$ cat src/rtl/switch_alloc_ctrl_pkg.sv
// Shared NoC types for the switch-allocation front end: port ids, lock states, VC identifiers.
// The optional lock timeout (SA_LOCK_TIMEOUT_EN) needs no package support.
package switch_alloc_ctrl_pkg;

    localparam int unsigned PORT_NUM   = 5;
    localparam int unsigned PORT_W     = 3;
    localparam int unsigned VC_NUM_DEF = 2;
    localparam int unsigned VC_W       = (VC_NUM_DEF > 1) ? $clog2(VC_NUM_DEF) : 1;
    localparam int unsigned VCID_W     = PORT_W + VC_W;

    typedef enum logic [PORT_W-1:0] {
        LOCAL = 3'd0,
        NORTH = 3'd1,
        SOUTH = 3'd2,
        EAST  = 3'd3,
        WEST  = 3'd4
    } port_t;

    typedef enum logic {
        UNLOCKED = 1'b0,
        LOCKED   = 1'b1
    } lock_state_t;

    typedef struct packed {
        port_t           port;
        logic [VC_W-1:0] vc;
    } vc_id_t;

    // Packs an (input port, vc) loop index pair into a vc_id_t.
    function automatic vc_id_t make_vc_id(input int unsigned ip, input int unsigned iv);
        vc_id_t id;
        id.port = port_t'(PORT_W'(ip));
        id.vc   = VC_W'(iv);
        return id;
    endfunction

endpackage

$ cat src/rtl/switch_alloc_ctrl_out_port_lock.sv
// Per-output state: packet lock FSM with owner, downstream credit counter and,
// with SA_LOCK_TIMEOUT_EN defined, an idle-owner timeout that force-releases the lock.
module out_port_lock
    import switch_alloc_ctrl_pkg::*;
#(
    parameter int unsigned BUF_DEPTH    = 4,
    parameter int unsigned LOCK_TIMEOUT = 64
) (
    input  logic              clk,
    input  logic              RSTn,
    input  logic              i_grant_valid,
    input  logic [VCID_W-1:0] i_grant_id,
    input  logic              i_grant_head,
    input  logic              i_grant_tail,
    input  logic              i_credit,
    input  logic              i_owner_req,
    output logic              o_locked_c,
    output logic [VCID_W-1:0] o_owner,
    output logic              o_credit_ok_c,
    output logic              o_credit_err_c,
    output logic              o_timeout_c
);

    localparam int unsigned       CRED_W   = $clog2(BUF_DEPTH + 1);
    localparam logic [CRED_W-1:0] CRED_MAX = CRED_W'(BUF_DEPTH);

    lock_state_t       r_state;
    lock_state_t       w_state_next;
    vc_id_t            r_owner;
    vc_id_t            w_owner_next;
    vc_id_t            w_grant_id;
    logic [CRED_W-1:0] r_credit;
    logic [CRED_W-1:0] w_credit_next;
    logic              w_owner_hit;
    logic              w_timeout;

    assign w_grant_id  = vc_id_t'(i_grant_id);
    assign w_owner_hit = i_grant_valid && (w_grant_id == r_owner);

`ifdef SA_LOCK_TIMEOUT_EN
    localparam int unsigned TO_W = $clog2(LOCK_TIMEOUT + 1);

    logic [TO_W-1:0] r_idle;
    logic [TO_W-1:0] w_idle_next;

    // Consecutive locked cycles with the owner not requesting; any owner request restarts the count.
    always_comb begin
        w_idle_next = '0;
        w_timeout   = 1'b0;
        if (r_state == LOCKED && !i_owner_req) begin
            if (r_idle == TO_W'(LOCK_TIMEOUT - 1)) begin
                w_timeout = 1'b1;
            end else begin
                w_idle_next = r_idle + TO_W'(1);
            end
        end
    end

    always_ff @(posedge clk or negedge RSTn) begin
        if (!RSTn) begin
            r_idle <= '0;
        end else begin
            r_idle <= w_idle_next;
        end
    end
`else
    logic w_unused_ok;

    assign w_timeout   = 1'b0;
    assign w_unused_ok = i_owner_req | (LOCK_TIMEOUT == 0);
`endif

    // Lock next state: heads of multi-flit packets lock, the owner's tail (or a timeout) releases.
    always_comb begin
        w_state_next = r_state;
        w_owner_next = r_owner;
        case (r_state)
            UNLOCKED: begin
                if (i_grant_valid && i_grant_head && !i_grant_tail) begin
                    w_state_next = LOCKED;
                    w_owner_next = w_grant_id;
                end
            end
            LOCKED: begin
                if (w_timeout || (w_owner_hit && i_grant_tail)) begin
                    w_state_next = UNLOCKED;
                end
            end
            default: w_state_next = UNLOCKED;
        endcase
    end

    // A grant and a returned credit in the same cycle cancel out.
    always_comb begin
        w_credit_next  = r_credit;
        o_credit_err_c = i_credit && (r_credit == CRED_MAX);
        if (i_grant_valid && !i_credit) begin
            if (r_credit != '0) begin
                w_credit_next = r_credit - CRED_W'(1);
            end
        end else if (i_credit && !i_grant_valid && (r_credit != CRED_MAX)) begin
            w_credit_next = r_credit + CRED_W'(1);
        end
    end

    always_ff @(posedge clk or negedge RSTn) begin
        if (!RSTn) begin
            r_state  <= UNLOCKED;
            r_owner  <= '0;
            r_credit <= CRED_MAX;
        end else begin
            r_state  <= w_state_next;
            r_owner  <= w_owner_next;
            r_credit <= w_credit_next;
        end
    end

    assign o_locked_c    = (r_state == LOCKED);
    assign o_owner       = r_owner;
    assign o_credit_ok_c = (r_credit != '0);
    assign o_timeout_c   = w_timeout;

endmodule

$ cat src/rtl/switch_alloc_ctrl.sv
// Credit-aware, packet-locking front end for the wavefront allocator: masks VC requests,
// registers grants as switch-traversal grants and crossbar selects. Optional macro: SA_LOCK_TIMEOUT_EN.
module switch_alloc_ctrl
    import switch_alloc_ctrl_pkg::*;
#(
    parameter int unsigned VC_NUM       = VC_NUM_DEF,
    parameter int unsigned BUF_DEPTH    = 4,
    parameter int unsigned LOCK_TIMEOUT = 64
) (
    input  logic                                   clk,
    input  logic                                   RSTn,
    input  logic [PORT_NUM-1:0][VC_NUM-1:0]             vc_request_in,
    input  logic [PORT_NUM-1:0][VC_NUM-1:0][PORT_W-1:0] vc_target_port,
    input  logic [PORT_NUM-1:0][VC_NUM-1:0]             vc_is_head,
    input  logic [PORT_NUM-1:0][VC_NUM-1:0]             vc_is_tail,
    output logic [PORT_NUM-1:0][VC_NUM-1:0]             alloc_request,
    input  logic [PORT_NUM-1:0][VC_NUM-1:0]             alloc_grant,
    input  logic [PORT_NUM-1:0]                         credit_in,
    output logic [PORT_NUM-1:0][VC_NUM-1:0]             sw_grant,
    output logic [PORT_NUM-1:0]                         xbar_valid,
    output logic [PORT_NUM-1:0][PORT_W-1:0]             xbar_sel,
    output logic                                        credit_err,
    output logic                                        timeout_err
);

    logic [PORT_NUM-1:0]              w_locked;
    logic [PORT_NUM-1:0]              w_credit_ok;
    logic [PORT_NUM-1:0]              w_cred_err;
    logic [PORT_NUM-1:0]              w_timeout;
    logic [PORT_NUM-1:0]              w_owner_req;
    logic [PORT_NUM-1:0][VCID_W-1:0]  w_owner;
    logic [PORT_NUM-1:0]              w_gnt_valid;
    logic [PORT_NUM-1:0]              w_gnt_head;
    logic [PORT_NUM-1:0]              w_gnt_tail;
    logic [PORT_NUM-1:0][VCID_W-1:0]  w_gnt_id;

    logic [PORT_NUM-1:0][VC_NUM-1:0]  r_sw_grant;
    logic [PORT_NUM-1:0]              r_xbar_valid;
    logic [PORT_NUM-1:0][PORT_W-1:0]  r_xbar_sel;
    logic                             r_credit_err;
    logic                             r_timeout_err;

    // Request mask from registered state only: credit available, and either the output's
    // lock owner or, for an unlocked output, a packet head.
    always_comb begin
        logic [PORT_W-1:0] w_op;
        alloc_request = '0;
        w_op          = '0;
        for (int ip = 0; ip < PORT_NUM; ip++) begin
            for (int iv = 0; iv < VC_NUM; iv++) begin
                w_op = vc_target_port[ip][iv];
                if (vc_request_in[ip][iv] && (int'(w_op) < PORT_NUM)) begin
                    if (w_credit_ok[w_op]) begin
                        if (w_locked[w_op]) begin
                            alloc_request[ip][iv] = (w_owner[w_op] == make_vc_id(ip, iv));
                        end else begin
                            alloc_request[ip][iv] = vc_is_head[ip][iv];
                        end
                    end
                end
            end
        end
    end

    // Fold the per-VC grant matrix into one grant record per output port.
    always_comb begin
        logic [PORT_W-1:0] w_op;
        w_gnt_valid = '0;
        w_gnt_head  = '0;
        w_gnt_tail  = '0;
        w_gnt_id    = '0;
        w_op        = '0;
        for (int ip = 0; ip < PORT_NUM; ip++) begin
            for (int iv = 0; iv < VC_NUM; iv++) begin
                w_op = vc_target_port[ip][iv];
                if (alloc_grant[ip][iv] && (int'(w_op) < PORT_NUM)) begin
                    w_gnt_valid[w_op] = 1'b1;
                    w_gnt_head[w_op]  = vc_is_head[ip][iv];
                    w_gnt_tail[w_op]  = vc_is_tail[ip][iv];
                    w_gnt_id[w_op]    = make_vc_id(ip, iv);
                end
            end
        end
    end

    always_comb begin
        vc_id_t w_own;
        w_owner_req = '0;
        w_own       = '0;
        for (int op = 0; op < PORT_NUM; op++) begin
            w_own = vc_id_t'(w_owner[op]);
            if ((int'(w_own.port) < PORT_NUM) && (int'(w_own.vc) < VC_NUM)) begin
                w_owner_req[op] = alloc_request[w_own.port][w_own.vc];
            end
        end
    end

    for (genvar g = 0; g < PORT_NUM; g++) begin : g_out
        out_port_lock #(
            .BUF_DEPTH    (BUF_DEPTH),
            .LOCK_TIMEOUT (LOCK_TIMEOUT)
        ) u_lock (
            .clk            (clk),
            .RSTn           (RSTn),
            .i_grant_valid  (w_gnt_valid[g]),
            .i_grant_id     (w_gnt_id[g]),
            .i_grant_head   (w_gnt_head[g]),
            .i_grant_tail   (w_gnt_tail[g]),
            .i_credit       (credit_in[g]),
            .i_owner_req    (w_owner_req[g]),
            .o_locked_c     (w_locked[g]),
            .o_owner        (w_owner[g]),
            .o_credit_ok_c  (w_credit_ok[g]),
            .o_credit_err_c (w_cred_err[g]),
            .o_timeout_c    (w_timeout[g])
        );
    end

    // Output stage; xbar_sel keeps its last source while its output is idle.
    always_ff @(posedge clk or negedge RSTn) begin
        if (!RSTn) begin
            r_sw_grant    <= '0;
            r_xbar_valid  <= '0;
            r_xbar_sel    <= '0;
            r_credit_err  <= 1'b0;
            r_timeout_err <= 1'b0;
        end else begin
            r_sw_grant    <= alloc_grant;
            r_xbar_valid  <= w_gnt_valid;
            for (int op = 0; op < PORT_NUM; op++) begin
                if (w_gnt_valid[op]) begin
                    r_xbar_sel[op] <= w_gnt_id[op][VCID_W-1 -: PORT_W];
                end
            end
            r_credit_err  <= r_credit_err | (|w_cred_err);
            r_timeout_err <= r_timeout_err | (|w_timeout);
        end
    end

    assign sw_grant   = r_sw_grant;
    assign xbar_valid = r_xbar_valid;
    assign xbar_sel   = r_xbar_sel;
    assign credit_err = r_credit_err;

`ifdef SA_LOCK_TIMEOUT_EN
    assign timeout_err = r_timeout_err;
`else
    assign timeout_err = 1'b0;
`endif

endmodule

$ cat config.mk
export PLATFORM = sky130hd
export DESIGN_NAME = switch_alloc_ctrl
export DESIGN_NICKNAME = d
export VERILOG_FILES = /design/src/rtl/switch_alloc_ctrl_pkg.sv /design/src/rtl/switch_alloc_ctrl_out_port_lock.sv /design/src/rtl/switch_alloc_ctrl.sv
export SDC_FILE = /design/constraint.sdc
export NUM_CORES = 1
export LEC_CHECK = 0
export CAP_MARGIN = 10
export CELL_PAD_IN_SITES_DETAIL_PLACEMENT = 0
export CELL_PAD_IN_SITES_GLOBAL_PLACEMENT = 2
export CORE_UTILIZATION = 32
export DETAILED_ROUTE_END_ITERATION = 10
export PLACE_DENSITY = 0.89
export SETUP_SLACK_MARGIN = 0.05
export SLEW_MARGIN = 30
export SYNTH_ARGS = -nofsm -noshare
export SYNTH_HDL_FRONTEND = slang
export SYNTH_SLANG_ARGS = --single-unit
$ cat constraint.sdc
create_clock -name clk -period 2.55 [get_ports clk]
set_input_delay 0.255 -clock clk [delete_from_list [all_inputs] [get_ports clk]]
set_output_delay 0.255 -clock clk [all_outputs]
set_load 0.05 [all_outputs]
==> results.py <==
metrics = {
    "logic_synthesis": {
        "synth_top_area_share_pct": 22.0,
        "yosys_warnings": 0,
        "synth_cell_types": 88,
        "syn-cell-area_um2": 7500,
        "synthTopCellsByCount": "nor2_1 (103), nand2_1 (85), a21oi_1 (75)",
        "ys_async_sr_fraction_pct": 100,
        "synthesis.nets": 1046,
        "synth_most_common_cell": "nor2_1",
        "yosys.area.top_type": "dfrtp_1",
        "seq_area_frac_synth_pct": 23.8,
        "ys_top_cells_by_area": "dfrtp_1 (22%), nor2_1 (5.2%), a21oi_1 (5.0%)",
        "synth_area_per_cell_um2": 7.78,
        "synthesis.instances": 964,
        "synth_seq_cells": 71,
        "synth_ff_type": "dfrtp_1",
        "synth_edf_count": 0,
    },
    "final_layout": {
        "antenna_cells": 0,
        "drive_gt1_share_pct": 37.8,
        "num-nets-final": 1381,
        "syn2layout_area_growth_pct": 58.7,
    },
    "hold_path": {
        "holdPathStages": 1,
        "worstHoldPathType": "input pin to flip-flop",
    },
    "routing": {
        "drc": 0,
        "vias": 9497,
        "wl_um": 33600,
        "firstDrtPassIters": 8,
        "antenna_left": 0,
        "drt_iter0_drc": 1106,
        "routed_via_density": 5.87,
        "wl_per_cell_um": 20.8,
    },
    "status": {
        "violations": "setup timing",
        "outcome": "finished with violations",
    },
    "critical_path": {
        "cpMaxStageDelayCell": "dfrtp_2",
        "critical_path.cell_chain": "nor2b_2 > buf_4 > nand4_1 > o31a_1 > o32ai_1 > a211oi_1 > a211oi_2 > buf_12",
        "crit_buf_inv": 2,
        "cp_num_cells": 8,
        "r2r.worst_path.cells": 4,
        "max_stage_delay_ns": 0.43,
        "crit_path_start_kind": "flip-flop",
        "path_delay_family": "compound AO/OA/AOI/OAI gates",
        "required_ns": 2.30,
        "cp.arrival_ns": 2.30,
        "criticalPathCategory": "flip-flop to primary output",
        "critPathCaptureType": "primary output",
        "cp_max_fo": 4,
        "r2r_setup_slack_ns": 0.74,
    },
    "clock_network": {
        "cts_num_sinks": 71,
        "cts_buffers": 9,
        "cts_tree": "yes",
        "clock_latency_ns": 0.34,
        "clk_pin_slew_ns": 0.07,
        "cts_buffer_depth": 2,
        "cts_root_buffer": "clkbuf_16",
        "cts.htree.levels": 3,
    },
    "global_route": {
        "top_usage_layer": "met2",
        "overflow": 0,
        "grt_pass1_wl_um": 51300,
        "met1_usage_pct": 38.1,
        "grt_max_degree": 44,
        "grt_antenna_before_repair": 0,
        "grt_pass1_vias": 8776,
        "grt_util_met2_pct": 44.3,
        "met3_usage_pct": 5.10,
        "grt.total_usage_pct": 28.0,
    },
    "die": {
        "die_w_um": 155,
        "fp-row-count": 55,
        "start_util_pct": 32.9,
        "coreArea_um2": 22800,
        "io_pins": 119,
        "die-area_um2": 24100,
        "die_y_um": 155,
    },
    "sta": {
        "final.setup_skew_ns": 0.00509,
        "finalWorstSetupSlack_ns": -0.00887,
        "slew_viol_final": 0,
        "worstMarginPinSlew_ns": 0.649,
        "timing.setup.tns_ns": -0.00887,
        "fmax_mhz": 391,
        "finalHoldViolCount": 0,
        "maxSlewHeadroom_pct": 56.5,
        "rsz0062_at_grt": "yes",
        "setup_viol": 1,
        "min_period_ns": 2.56,
        "fin_crit_sh_pct": 100,
    },
    "pwr": {
        "p_leak_nw": 5.05,
        "total_power_w": 0.00833,
        "p_per_area_nw_per_um2": 700,
        "ir_drop_mv": 0.408,
    },
    "placement": {
        "dp_hpwl_um": 26200,
        "gp_congestion": 1.05,
        "portBuffers": 117,
    },
    "job": {
        "cap_violations": 0,
    },
}
[path summary, 6_finish.rpt]
kind | start | endpoint
setup / recovery | g_out[1].u_lock.o_owner[2] | alloc_request[7]
hold / removal | alloc_grant[5] | sw_grant[5]
setup reg to reg | g_out[2].u_lock.o_locked_c | g_out[2].u_lock.o_owner[3]
hold reg to reg | xbar_sel[4] | xbar_sel[4]
max in group asynchronous | RSTn | g_out[0].u_lock.r_credit[2]
min in group asynchronous | RSTn | sw_grant[3]
[final cells by class]
cell class / instances / area (µm²)
fill: 2144 / 10900
multi-input combinational: 764 / 5710
timing repair buffer: 413 / 3500
sequential: 71 / 1810
tap: 313 / 392
clock buffer: 12 / 267
inverter: 40 / 153
clock inverter: 4 / 76.3
[state kept, by name, summed over array words and instances, names as in the netlist]
| name | cells |
|---|---|
| xbar_valid | 5 |
| g_out.u_lock.r_credit | 15 |
| xbar_sel | 15 |
| g_out.u_lock.o_owner | 20 |
| credit_err | 1 |
| g_out.u_lock.o_locked_c | 5 |
| sw_grant | 10 |
[cells in the final DEF, fill, tap and decap left out, drive strengths merged, types with 6 or more instances in the layout]
| cell type | n |
|---|---|
| nand4bb | 19 |
| clkbuf | 21 |
| or4b | 6 |
| nand4b | 11 |
| nor2 | 103 |
| o22ai | 24 |
| nor3 | 37 |
| nor4 | 17 |
| or2 | 7 |
| mux2i | 12 |
| xnor2 | 10 |
| nand3b | 11 |
| a311oi | 17 |
| inv | 40 |
| o311ai | 6 |
| a21o | 14 |
| nand2b | 12 |
| o221ai | 7 |
| o211ai | 16 |
| nor4bb | 11 |
| o31ai | 7 |
| and4bb | 8 |
| buf | 306 |
| nor4b | 14 |
| nand3 | 14 |
| nand2 | 85 |
| o21ai | 37 |
| dfrtp | 66 |
| a211oi | 14 |
| a31oi | 24 |
| mux2 | 20 |
| nor2b | 12 |
| a21oi | 75 |
| or4 | 6 |
| dlygate4sd2 | 18 |
| a22oi | 9 |
| clkdlybuf4s50 | 72 |
| nand4 | 10 |
[cell families (layout without fill, tap and decap cells)]
kind of cell             count (synthesis)  in the layout  share of synthesized area (%)
adder cells (fa/ha/maj)                  5              5                           1.33
multiplexers                            34             34                           5.76
AND/OR/NAND/NOR                        407            407                           32.3
AO/OA/AOI/OAI                          303            303                           27.5
other                                    1              1                         0.0500
XOR/XNOR                                14             14                           1.63
buffers and inverters                  129            469                           7.62
flip-flops                              71             71                           23.8
[where the power goes]
| part | switching [W] | leakage, nW | internal (W) |
|---|---|---|---|
| logic | 0.00251 | 4.05 | 0.00212 |
| registers | 0.000676 | 0.838 | 0.00154 |
| clock network | 0.000545 | 0.165 | 0.000940 |
| total | 0.00374 | 5.05 | 0.00459 |
[per-stage QoR]
stage | instance area [µm²] | worst slack [ns] | utilization (%) | instances | hold slack [ns]
floorplan | 7620 | -0.0988 | - | 964 | -0.0406
global placement | 10900 | -0.688 | 47.7 | 1570 | 0.316
detailed placement | 10900 | -0.746 | 47.7 | 1570 | 0.326
CTS | 11600 | 0.0178 | 50.8 | 1603 | 0.278
global route | 11900 | -0.0617 | 52.3 | 1617 | 0.147
finish | 11900 | -0.00887 | 52.3 | 1617 | 0.137
[layer usage]
layer / up-vias / routed length [µm]
li1: 4359 / -
met1: 4573 / 14700
met2: 493 / 15000
met3: 72 / 2720
met4: 0 / 1150
met5: - / 0
[timing repair]
| action | in CTS | in global routing |
|---|---|---|
| hold buffers | 1 | 0 |
| hold endpoints to repair | 39 | 0 |
| setup buffers | 16 | 14 |
| gates resized for setup | 95 | 91 |
| pin swaps | 31 | 31 |
| endpoints found under the setup margin | 41 | 33 |
[worst reg2reg max path: cells and delay by family (launching register included)]
kind | cells | cell delay [ns]
AO/OA/AOI/OAI | 2 | 0.30
flip-flops | 1 | 0.50
AND/OR/NAND/NOR | 1 | 0.57
multiplexers | 1 | 0.33
Power figures use the tool's default switching activity.
